==> config.mk <==
export PLATFORM = sky130hd
export DESIGN_NAME = segment_transition_scheduler
export DESIGN_NICKNAME = d
export VERILOG_FILES = /design/src/rtl/segment_transition_scheduler.sv
export SDC_FILE = /design/constraint.sdc
export NUM_CORES = 1
export LEC_CHECK = 0
export ABC_AREA = 1
export BUFFER_PORTS_ARGS = -buffer_cell sky130_fd_sc_hd__buf_2
export CELL_PAD_IN_SITES_DETAIL_PLACEMENT = 0
export CELL_PAD_IN_SITES_GLOBAL_PLACEMENT = 1
export CORE_UTILIZATION = 39
export DETAILED_ROUTE_END_ITERATION = 10
export GPL_TIMING_DRIVEN = 0
export PLACE_DENSITY_LB_ADDON = 0.1
export SYNTH_ARGS = -nofsm -noshare
export SYNTH_HDL_FRONTEND = slang
export SYNTH_SLANG_ARGS = --single-unit
==> constraint.sdc <==
create_clock -name CLK -period 2.6 [get_ports CLK]
set_input_delay 0.52 -clock CLK [delete_from_list [all_inputs] [get_ports CLK]]
set_output_delay 0.52 -clock CLK [all_outputs]
set_load 0.05 [all_outputs]
==> src/rtl/segment_transition_scheduler.sv <==
// Segment transition scheduler.
// Selects the sampler's active read segment. A request either applies at once
// (infinite repeat) or waits for a sync, time or GPIO condition. After the switch,
// the block counts loops and then stops, or alternates segments in EXT mode.
module segment_transition_scheduler #(
  parameter int TIME_WIDTH = 64,
  parameter int REP_WIDTH  = 16
) (
  input  logic                  CLK,
  input  logic                  RESETN,
  input  logic                  UPDATE_SETTINGS,
  input  logic                  REQ_SEGMENT,
  input  logic [REP_WIDTH-1:0]  REP,
  input  logic [7:0]            TRANSITION_MODE,
  input  logic [TIME_WIDTH-1:0] TRANSITION_VALUE,
  input  logic [TIME_WIDTH-1:0] SYS_TIME,
  input  logic                  LOOP_END,
  input  logic [3:0]            GPIO_IN,
  output logic                  SEGMENT,
  output logic                  STOP,
  output logic                  PENDING,
  output logic                  ERR
);

  localparam logic [7:0] MODE_SYNC_IDX = 8'h00;
  localparam logic [7:0] MODE_SYS_TIME = 8'h01;
  localparam logic [7:0] MODE_GPIO     = 8'h02;
  localparam logic [7:0] MODE_EXT      = 8'hF0;

  typedef enum logic [2:0] {
    IDLE,
    WAIT_SYNC,
    WAIT_TIME,
    WAIT_GPIO,
    RUN_INF,
    RUN_FINITE,
    STOPPED
  } state_t;

  state_t                  state;
  logic                    seg_q;
  logic [REP_WIDTH-1:0]    rep_q;
  logic [TIME_WIDTH-1:0]   value_q;
  logic                    ext_q;
  logic [REP_WIDTH-1:0]    loop_cnt;
  logic [3:0]              gpio_q;

  logic                    rep_inf;
  logic                    mode_ok;
  state_t                  wait_state;
  logic [3:0]              gpio_rise;
  logic                    fire;

  // Decode the incoming request and evaluate the pending transition condition.
  always_comb begin
    // NOTE: every output of this block gets a default first so no latch is inferred.
    mode_ok    = 1'b1;
    wait_state = WAIT_SYNC;
    fire       = 1'b0;
    rep_inf    = &REP;
    gpio_rise  = GPIO_IN & ~gpio_q;

    case (TRANSITION_MODE)
      MODE_SYNC_IDX, MODE_EXT: wait_state = WAIT_SYNC;
      MODE_SYS_TIME:           wait_state = WAIT_TIME;
      MODE_GPIO:               wait_state = WAIT_GPIO;
      default:                 mode_ok    = 1'b0;
    endcase

    case (state)
      WAIT_SYNC: fire = LOOP_END;
      WAIT_TIME: fire = (SYS_TIME >= value_q);
      WAIT_GPIO: fire = gpio_rise[value_q[1:0]];
      default:   fire = 1'b0;
    endcase
  end

  // Scheduler FSM with registered outputs; a request strobe always takes priority over LOOP_END.
  always_ff @(posedge CLK or negedge RESETN) begin
    if (!RESETN) begin
      // NOTE: the latched request and GPIO history are plain flops, so they are cleared with everything else.
      state    <= IDLE;
      SEGMENT  <= 1'b0;
      STOP     <= 1'b0;
      PENDING  <= 1'b0;
      ERR      <= 1'b0;
      seg_q    <= 1'b0;
      rep_q    <= '0;
      value_q  <= '0;
      ext_q    <= 1'b0;
      loop_cnt <= '0;
      gpio_q   <= '0;
    end else begin
      // NOTE: non-blocking assignments so every flop samples pre-edge values.
      gpio_q <= GPIO_IN;
      if (UPDATE_SETTINGS) begin
        if (rep_inf) begin
          SEGMENT <= REQ_SEGMENT;
          STOP    <= 1'b0;
          PENDING <= 1'b0;
          ERR     <= 1'b0;
          state   <= RUN_INF;
        end else if (mode_ok) begin
          seg_q   <= REQ_SEGMENT;
          rep_q   <= REP;
          value_q <= TRANSITION_VALUE;
          ext_q   <= (TRANSITION_MODE == MODE_EXT);
          PENDING <= 1'b1;
          ERR     <= 1'b0;
          state   <= wait_state;
        end else begin
          ERR <= 1'b1;
        end
      end else begin
        case (state)
          WAIT_SYNC, WAIT_TIME, WAIT_GPIO: begin
            if (fire) begin
              SEGMENT  <= seg_q;
              PENDING  <= 1'b0;
              STOP     <= 1'b0;
              loop_cnt <= '0;
              state    <= RUN_FINITE;
            end
          end
          RUN_FINITE: begin
            if (LOOP_END) begin
              if (loop_cnt == rep_q) begin
                if (ext_q) begin
                  SEGMENT  <= ~SEGMENT;
                  loop_cnt <= '0;
                end else begin
                  STOP  <= 1'b1;
                  state <= STOPPED;
                end
              end else begin
                loop_cnt <= loop_cnt + REP_WIDTH'(1);
              end
            end
          end
          default: ;
        endcase
      end
    end
  end

endmodule

==> flow_summary.toml <==
[clock_network]
cts_sinks = 109
cts_max_level = 3
cts_post_setup_buffers_inserted = 0
root_buffer = "clkbuf_16"
cts_buffer_depth = 2
cts_buffers = 9
clk-insertion-delay-late_ps = 350
cts_tree = "built"
hold_buffers = 0
post_cts_resized = 0
path_clk_slew_ps = 70

[cells_and_area]
drive_gt1_share_pct = 23.06
area_delta_synth_final_pct = 22.25
fin_util_pct = 49.43
nNetsFinal = 1214
instances_no_fill = 1211

[routing]
initialDrtViolationCount = 212
drtPass1Iterations = 4
drtAntennaViolNets = 0
vias = 5719
vias_per_cell = 4.723
wl_per_cell_um = 13.37
routed_wl_mm = 16.20
drcViolationCount = 0

[power_and_ir_drop]
power.density_mw_per_mm2 = 609.1
p_leak_nw = 4.339
ir_worst_vdd_mv = 0.4447

[floorplan]
io_pins = 165
fp-row-count = 46
die_w_um = 131.3
die_h_um = 131.3
initial_core_util_pct = 40.43
die-area_sq_mm = 0.01723
core_sq_mm = 0.01612

[job]
cap_violations = 0

[global_route]
antenna_found_initial = 2
met1_usage_pct = 27.21
track_usage_pct = 19.72
grt_pass1_wl_mm = 27.17
grt_pass1_vias = 5579
met3_usage_pct = 6.096
grt_max_degree = 72
busiest_layer = "met2"
use_met2_pct = 30.50
grt_overflow = 0

[sta]
slew_headroom_pct = 60.42
setup_ws_ps = 339.1
fmax_mhz = 442.3
slew_viol_final = 0
rsz0062_at_grt = "no"
tightestPinTransition_ps = 593.8
period_needed_ps = 2261
setup_viol = 0
timing.final.crit_share_pct = 86.96
setup_tns_ps = 0
skew_ps = 7.090
hold_violations = 0

[synthesis]
syn-instance-count = 812
synth_flop_cell = "dfrtp_1"
ys_types = 41
synth_warnings = 0
synth_area_sq_mm = 0.006516
synth_edf_count = 0
yosysSeqAreaShare_pct = 41.86
async_flop_share_pct = 100.0
ys_seq_elements = 109
syn-num-nets = 1038
syn_area_per_cell_sq_um = 8.025

[setup_path]
end_kind = "register"
worst-path-max-fanout = 7
start_kind = "register"
cp.required_ps = 2850
cp.arrival_ps = 2510
path_class = "register to register"

[place]
gp_congestion = 0.7787
dp_hpwl_mm = 12.66
placedCellCount = 1193
portBuffers = 164
dp_slack_ps = -172.4

[hold_path]
hold_path_class = "primary input to async pin"

[run_status]
outcome = "finished, final reports clean"
final cells by class:
type                    count  area [sq um]
well taps                 216         270.3
multi-input cells         570          3251
clock buffers              12         266.5
inverters                 111         416.7
diodes                      2         5.005
plain buffers              22         121.4
flip-flops and latches    109          2728
repair buffers            165         854.6
fillers                  1627          8149
clock inverters             4         53.80
final timing paths:
path | to | cells past startpoint | from | slack (ps)
setup / recovery | state[2] | 17 | value_q[63] | 340
hold / removal | value_q[35] | 1 | RESETN | 60
setup reg to reg | state[2] | 17 | value_q[63] | 340
hold reg to reg | ERR | 2 | ERR | 490
max in group asynchronous | loop_cnt[2] | 2 | RESETN | 1850
min in group CLK | gpio_q[3] | 1 | GPIO_IN[3] | 290
power breakdown:
part	switching, mW	internal, mW	leakage, nW	total (mW)
registers	0.122	1.93	1.21	2.05
clock network	0.641	0.830	0.151	1.47
logic	0.807	0.524	2.98	1.33
total	1.57	3.28	4.34	4.85
cells in the final DEF, fill, tap and decap left out, drive strengths merged, types with 5 or more instances in the layout:
cell type / count
nand4: 17
a21oi: 97
mux2: 9
ha: 65
o21ai: 34
xnor2: 14
clkbuf: 17
buf: 182
nand2: 153
inv: 112
nor3: 8
nand3: 22
dfrtp: 109
nor3b: 5
nor2: 123
Yosys cell counts (9+ instances only):
library cell | instances | area (sq um)
a21oi_1 | 97 | 485.5
buf_2 | 12 | 60.06
dfrtp_1 | 109 | 2728
ha_1 | 65 | 813.3
inv_1 | 107 | 401.6
mux2_2 | 9 | 101.4
nand2_1 | 146 | 548.0
nand3_1 | 21 | 105.1
nand4_1 | 17 | 106.4
nor2_1 | 117 | 439.2
o21ai_0 | 18 | 90.09
o21ai_1 | 16 | 80.08
xnor2_1 | 14 | 122.6
layer usage:
| layer | up-vias | share of wire (%) |
|---|---|---|
| met5 | - | 0.049 |
| met4 | 2 | 0.65 |
| met3 | 9 | 7.4 |
| met2 | 142 | 43 |
| met1 | 2577 | 49 |
| li1 | 2989 | - |
flip-flops by register name (all words and copies together), names as in the netlist:
signal / count
value_q: 64
loop_cnt: 16
rep_q: 16
gpio_q: 4
state: 3
ERR: 1
PENDING: 1
SEGMENT: 1
STOP: 1
ext_q: 1
seg_q: 1
logic make-up (layout without fill, tap and decap cells):
family          after synthesis  in the layout  synth area share [%]
other cells                   0              2                     0
xor+xnor                     18             18                 2.419
fa+ha+maj                    65             65                 12.48
buf+inv                     133            314                 8.256
compound gates              139            139                 11.02
flops                       109            109                 41.86
simple gates                339            339                 22.41
mux                           9              9                 1.555
stage by stage:
| step | power (mW) | hold slack [ps] | instance area (sq um) |
|---|---|---|---|
| floorplan | 2.964 | 224.4 | 6516 |
| global placement | 3.405 | 450.0 | 7607 |
| detailed placement | 3.427 | 456.2 | 7641 |
| CTS | 4.930 | 63.27 | 7961 |
| global route | 5.203 | 75.20 | 7961 |
| finish | 4.852 | 58.64 | 7966 |
critical path: stages, from the launching register on:
cell and delay [ps]:
dfrtp_1 330, inv_1 50, ha_1 280, nand2_1 60
inv_1 60, nand3_1 80, nor3_1 230, nand2_1 150
nor2_1 110, nand2_1 50, nand2_1 50, nor2_1 40
nand2_1 60, nand2_1 70, nand4_1 210, nand3_1 180
nand2_1 100, nand2_1 40
No activity file was read; power rests on OpenSTA's default activity.
